## config.mk

```make
export PLATFORM = sky130hd
export DESIGN_NAME = wb_32to16_sequencer
export DESIGN_NICKNAME = d
export VERILOG_FILES = /design/src/rtl/wb_32to16_sequencer.sv
export SDC_FILE = /design/constraint.sdc
export NUM_CORES = 1
export LEC_CHECK = 0
export ABC_AREA = 1
export BUFFER_PORTS_ARGS = -buffer_cell sky130_fd_sc_hd__buf_2
export CAP_MARGIN = 20
export CORE_MARGIN = 5
export CORE_UTILIZATION = 45
export DETAILED_ROUTE_END_ITERATION = 16
export PLACE_DENSITY = 0.69
export SLEW_MARGIN = 20
export SYNTH_ARGS = -nofsm -noshare
export SYNTH_HDL_FRONTEND = slang
export SYNTH_SLANG_ARGS = --single-unit
export TNS_END_PERCENT = 30
```

## constraint.sdc

```tcl
create_clock -name clk_i -period 3.1 [get_ports clk_i]
set_input_delay 0.155 -clock clk_i [delete_from_list [all_inputs] [get_ports clk_i]]
set_output_delay 0.155 -clock clk_i [all_outputs]
set_load 0.1 [all_outputs]
```

## src/rtl/wb_32to16_sequencer.sv

```systemverilog
// ---------------------------------------------------------------------------
// wb_32to16_sequencer
//
// Purpose
//   Bridges a 32-bit classic Wishbone master onto a 16-bit classic Wishbone
//   slave. A 32-bit access becomes one or two 16-bit slave cycles (low half
//   first, then high half) depending on which halves m_sel_i selects. Read
//   data is assembled and a single ack/err/rty is returned to the master.
//
// Ports
//   clk_i, rst_i        clock, synchronous active-high reset
//   m_*_i / m_*_o       32-bit master-facing classic Wishbone slave port
//   s_*_o / s_*_i       16-bit slave-facing classic Wishbone master port
//   dbg_state_o         current sequencer state (IDLE=0, LO=1, HI=2, RESP=3)
//
// Handshake
//   Classic Wishbone: a request is m_cyc_i & m_stb_i held until the one-cycle
//   m_ack_o/m_err_o/m_rty_o pulse. On the slave side s_cyc_o/s_stb_o are held
//   until the first cycle in which s_ack_i/s_err_i/s_rty_i is sampled high;
//   priority is err > rty > ack. s_cyc_o stays high from the low-half phase
//   into the high-half phase so that both halves form one locked bus cycle.
//
// Every output is a register; the response to the master appears one cycle
// after the final slave response is sampled.
// ---------------------------------------------------------------------------
module wb_32to16_sequencer #(
  parameter int unsigned TIMEOUT = 255
) (
  input  logic        clk_i,
  input  logic        rst_i,
  input  logic        m_cyc_i,
  input  logic        m_stb_i,
  input  logic        m_we_i,
  input  logic [31:0] m_adr_i,
  input  logic [3:0]  m_sel_i,
  input  logic [31:0] m_dat_i,
  output logic [31:0] m_dat_o,
  output logic        m_ack_o,
  output logic        m_err_o,
  output logic        m_rty_o,
  output logic        s_cyc_o,
  output logic        s_stb_o,
  output logic        s_we_o,
  output logic [31:0] s_adr_o,
  output logic [1:0]  s_sel_o,
  output logic [15:0] s_dat_o,
  input  logic [15:0] s_dat_i,
  input  logic        s_ack_i,
  input  logic        s_err_i,
  input  logic        s_rty_i,
  output logic [1:0]  dbg_state_o
);

  typedef enum logic [1:0] {
    ST_IDLE = 2'd0,
    ST_LO   = 2'd1,
    ST_HI   = 2'd2,
    ST_RESP = 2'd3
  } state_t;

  localparam int CW = (TIMEOUT > 1) ? $clog2(TIMEOUT + 1) : 1;

  state_t       r_state;
  logic         r_we;
  logic [3:0]   r_sel;
  logic [31:2]  r_adr;
  logic [31:0]  r_dat;
  logic [15:0]  r_rd_lo;
  logic [CW-1:0] r_cnt;

  logic         w_timeout;
  logic         w_resp_busy;
  logic         w_abort_err;
  logic         w_any_rsp;
  logic         w_hi_needed;
  logic [31:0]  w_rd_final;
  logic         w_unused_adr;

  // Byte-lane bits of the master address never reach the 16-bit bus.
  assign w_unused_adr = ^m_adr_i[1:0];

  // A zero TIMEOUT disables the watchdog entirely.
  assign w_timeout   = (TIMEOUT != 0) && (r_cnt == CW'(TIMEOUT));
  assign w_resp_busy = m_ack_o | m_err_o | m_rty_o;
  assign w_abort_err = s_err_i | w_timeout;
  assign w_any_rsp   = w_abort_err | s_rty_i | s_ack_i;
  assign w_hi_needed = |r_sel[3:2];

  // Read data returned on the final ack. r_rd_lo is cleared on accept, so an
  // unselected low half reads back as zero without extra masking.
  always_comb begin
    w_rd_final = 32'h0;
    if (r_state == ST_LO) begin
      w_rd_final = {16'h0, s_dat_i};
    end else begin
      w_rd_final = {s_dat_i, r_rd_lo};
    end
  end

  assign dbg_state_o = r_state;

  always_ff @(posedge clk_i) begin
    if (rst_i) begin
      r_state <= ST_IDLE;
      r_we    <= 1'b0;
      r_sel   <= 4'h0;
      r_adr   <= '0;
      r_dat   <= 32'h0;
      r_rd_lo <= 16'h0;
      r_cnt   <= '0;
      m_dat_o <= 32'h0;
      m_ack_o <= 1'b0;
      m_err_o <= 1'b0;
      m_rty_o <= 1'b0;
      s_cyc_o <= 1'b0;
      s_stb_o <= 1'b0;
      s_we_o  <= 1'b0;
      s_adr_o <= 32'h0;
      s_sel_o <= 2'b00;
      s_dat_o <= 16'h0;
    end else begin
      case (r_state)
        ST_IDLE: begin
          r_cnt <= '0;
          // The busy guard prevents accepting the same request twice while
          // its response pulse is still visible to the master.
          if (m_cyc_i && m_stb_i && !w_resp_busy) begin
            r_we    <= m_we_i;
            r_sel   <= m_sel_i;
            r_adr   <= m_adr_i[31:2];
            r_dat   <= m_dat_i;
            r_rd_lo <= 16'h0;
            if (|m_sel_i[1:0]) begin
              r_state <= ST_LO;
              s_cyc_o <= 1'b1;
              s_stb_o <= 1'b1;
              s_we_o  <= m_we_i;
              s_adr_o <= {m_adr_i[31:2], 2'b00};
              s_sel_o <= m_sel_i[1:0];
              s_dat_o <= m_dat_i[15:0];
            end else if (|m_sel_i[3:2]) begin
              r_state <= ST_HI;
              s_cyc_o <= 1'b1;
              s_stb_o <= 1'b1;
              s_we_o  <= m_we_i;
              s_adr_o <= {m_adr_i[31:2], 2'b10};
              s_sel_o <= m_sel_i[3:2];
              s_dat_o <= m_dat_i[31:16];
            end else begin
              // No lanes selected: acknowledge without touching the slave.
              r_state <= ST_RESP;
              m_ack_o <= 1'b1;
              m_dat_o <= 32'h0;
            end
          end
        end

        ST_LO, ST_HI: begin
          if (!m_cyc_i) begin
            // Master abandoned the cycle: release the slave, no response.
            r_state <= ST_IDLE;
            s_cyc_o <= 1'b0;
            s_stb_o <= 1'b0;
            s_we_o  <= 1'b0;
            s_adr_o <= 32'h0;
            s_sel_o <= 2'b00;
            s_dat_o <= 16'h0;
          end else if (w_any_rsp) begin
            if (!w_abort_err && !s_rty_i && (r_state == ST_LO) && w_hi_needed) begin
              // Low half acked, continue straight into the high half while
              // keeping s_cyc_o asserted.
              r_state <= ST_HI;
              r_rd_lo <= s_dat_i;
              r_cnt   <= '0;
              s_adr_o <= {r_adr, 2'b10};
              s_sel_o <= r_sel[3:2];
              s_dat_o <= r_dat[31:16];
            end else begin
              r_state <= ST_RESP;
              s_cyc_o <= 1'b0;
              s_stb_o <= 1'b0;
              s_we_o  <= 1'b0;
              s_adr_o <= 32'h0;
              s_sel_o <= 2'b00;
              s_dat_o <= 16'h0;
              if (w_abort_err) begin
                m_err_o <= 1'b1;
                m_dat_o <= 32'h0;
              end else if (s_rty_i) begin
                m_rty_o <= 1'b1;
                m_dat_o <= 32'h0;
              end else begin
                m_ack_o <= 1'b1;
                m_dat_o <= r_we ? 32'h0 : w_rd_final;
              end
            end
          end else begin
            r_cnt <= r_cnt + 1'b1;
          end
        end

        ST_RESP: begin
          r_state <= ST_IDLE;
          m_ack_o <= 1'b0;
          m_err_o <= 1'b0;
          m_rty_o <= 1'b0;
          m_dat_o <= 32'h0;
        end

        default: begin
          r_state <= ST_IDLE;
        end
      endcase
    end
  end

endmodule

```

==> summary.md <==
| Metric | Value |
|---|---|
| DRT Pass-1 Iters | `5` |
| Post-Synthesis Cells | `1221` |
| Area contributors post-synth | `dfxtp_1 41%, nand2_1 14%, nor2_1 13%` |
| Yosys cell types | `29` |
| Least-Margin Pin Slew | `slightly above 0.7 ns` |
| Cell area after synthesis | `between 7000 and 8000 um2` |
| Global-route wire length before repair | `35.99 mm` |
| Fillers | `1663` |
| CP delay by family, top | `simple AND/OR/NAND/NOR gates` |
| Slew Limit Headroom | `a little over half` |
| Fin. Hold Viols | `0` |
| Placement row count | `between 40 and 50` |
| Num CTS Buffers | `17` |
| Final setup viols | `0` |
| Critical path required time | `3.46 ns` |
| FFs w/ async S/R, synth | `0%` |
| Total core area | `~17000 um2` |
| Type of the worst setup path | `reg2reg` |
| DP HPWL | `14.16 mm` |
| Hold WC Path Type | `in2reg` |
| CTS Root Cell | `clkbuf_16` |
| Outcome | `completed` |
| Largest net degree at the start of global routing | `between 60 and 70` |
| Initial core utilization | `between 40 and 50%` |
| Setup crit start kind | `register` |
| Tcrit/Tclk final | `82.45%` |
| Critical Path AT | `2.91 ns` |
| Slew Limit Fails | `0` |
| Fmax | `391.2 MHz` |
| GPL Wtd Cong | `0.8494` |
| Post-synth top cells | `291 x nand2_1, 273 x nor2_1, 161 x dfxtp_1, 127 x inv_1, 100 x a21oi_1` |
| Total track usage | `between 20 and 25%` |
| EDFF count, synth | `0` |
| Setup TNS | `0 ns` |
| Worst Path Buf+Inv | `2` |
| Global route overflow | `0` |
| Clk Latency, worst-skew pair | `between 0.4 and 0.5 ns` |
| Worst reg2reg path depth | `9` |
| Post-Syn Nets | `1318` |
| IO Port Bufs | `178` |
| R2R Setup Slk | `0.54 ns` |
| Worst Skew | `0.008189 ns` |
| Ports | `182` |
| CTS Sinks | `161` |
| CP cell instances | `inv_1, ha_2, inv_2, nor2_1, nor2_4, nand2_1, nor2_4, nor2_1, nor2_1` |
| Fraction of layout instances using a drive strength above 1 | `17.51%` |
| 1st-iter DRT viols | `~510` |
| Synth area leader | `dfxtp_1` |
| Crit path depth | `9` |
| Avg Cell Area, Syn | `6.390 um2` |
| Synthesized flop and latch total | `about 160` |
| Final ANT Viol Nets | `0` |
| Die area | `20070 um2` |
| Worst Path Max Fanout | `32` |
| Post-synth top area share | `41.31%` |
| Hold Path Cell Cnt | `3` |
| Vias/cell | `4.883` |
| Clk buf depth | `2` |
| CTS tree | `done` |
| Detailed-route wire length | `21.85 mm` |
| Endpoint type of the worst setup path | `register` |
| Ys flop type | `dfxtp_1` |
| Crit-path max cell delay | `0.57 ns` |
| Synth-to-layout area growth | `26.54%` |
| Seq/Total Area, Yosys | `between 40% and 50%` |
| Final nets | `1500` |
| Tmin final | `2.556 ns` |
| Cell mode on critical path | `nor2_1` |
| H-Tree Level Count | `4` |
| Initial antenna violation count | `3` |
| RSZ-0062 raised after global routing | `false` |
| Drt wl/cell | `13.30 um` |
| Top-count cell post-synth | `nand2_1` |
| Hold_ws | `around 0.013 ns` |
| Yosys warnings | `0` |
| CP max-delay cell | `nor2_4` |
| Die Y | `141.7 um` |
| Vias | `8023` |
| Max Cap Violations | `0` |
| Die X | `roughly 140 um` |
| Reg clk slew, reported paths | `0.06 ns` |
| DRC viols | `0` |
| Post-CTS Setup Repair Bufs | `0` |
| Vias in the first global route | `7538` |
[final cells by class]
cell class                 count  area, um2  share of cell area [%]
inverter                     137      516.7                   5.234
clock buffer                  18      429.2                   4.347
timing repair buffer         240       1531                   15.51
tap                          225      281.5                   2.851
clock inverter                14      178.9                   1.812
multi-input combinational    846       3707                   37.55
sequential                   161       3223                   32.64
antenna                        2      5.005                 0.05069
[flip-flops by register name, summed over array words and instances (netlist names)]
register	flops
dbg_state_o	2
m_ack_o	1
m_dat_o	32
m_err_o	1
m_rty_o	1
r_adr	30
r_cnt	8
r_dat	16
r_rd_lo	16
r_sel	2
r_we	1
s_adr_o	31
s_dat_o	16
s_sel_o	2
s_stb_o	1
s_we_o	1
[routing by layer]
layer	part of all wire, %	track usage (%)
met2	48	36.55
met4	2.1	6.818
met5	0.082	0
met3	7.3	6.370
met1	43	26.88
[worst register-to-register path: stages (launching register included)]
cell and delay [ns]:
dfxtp_1 0.43, inv_1 0.10, ha_2 0.31, inv_2 0.11
nor2_1 0.14, nor2_4 0.39, nand2_1 0.17, nor2_4 0.57
nor2_1 0.14, nor2_1 0.12
[through the flow]
step                      instance area, um2  setup WS [ns]  util (%)  instances
after global routing                    9871         0.1933     57.47       1642
after floorplan                         7802         0.4744         -       1221
after CTS                               9868         0.5049     57.45       1641
final                                   9873         0.5440     57.48       1643
after detailed placement                8810         0.5127     51.29       1564
after global placement                  8810         0.5892     51.29       1564
[worst paths after layout]
check,start,endpoint
worst max-delay path,dbg_state_o[0],m_dat_o[8]
worst min-delay path,m_adr_i[7],r_adr[7]
worst max register to register,dbg_state_o[0],m_dat_o[8]
worst min register to register,r_dat[21],s_dat_o[5]
[logic make-up (layout without fill, tap and decap cells)]
group                    count (synthesis)  in the layout  synth area share, %
buffers and inverters                  214            409                11.37
AND/OR/NAND/NOR                        645            645                33.71
flip-flops                             161            161                41.31
other                                    1              3              0.04806
AO/OA/AOI/OAI                          191            191                12.32
adder cells (fa/ha/maj)                  5              5               0.8018
XOR/XNOR                                 4              4               0.4491
[cells in the final DEF, fill, tap and decap left out, drive strengths merged]
| master | n |
|---|---|
| conb | 1 |
| nor3b | 1 |
| nand3 | 14 |
| o21ai | 89 |
| nand4 | 55 |
| clkbuf | 18 |
| xnor2 | 1 |
| diode | 2 |
| nor3 | 3 |
| clkinv | 4 |
| bufinv | 3 |
| o211ai | 1 |
| nor2 | 278 |
| o21bai | 1 |
| buf | 195 |
| dfxtp | 161 |
| dlygate4sd3 | 45 |
| nand2 | 293 |
| xor2 | 3 |
| ha | 5 |
| a21oi | 100 |
| and2 | 1 |
| inv | 142 |
| clkinvlp | 2 |
[repair_timing]
item,CTS,global route
hold buffers,45,0
gates resized for setup,0,0
hold endpoints to repair,45,0
Power is left out: the tool's default activity adds up to more than one toggle a clock period on the data nets, which glitch-free logic cannot reach.
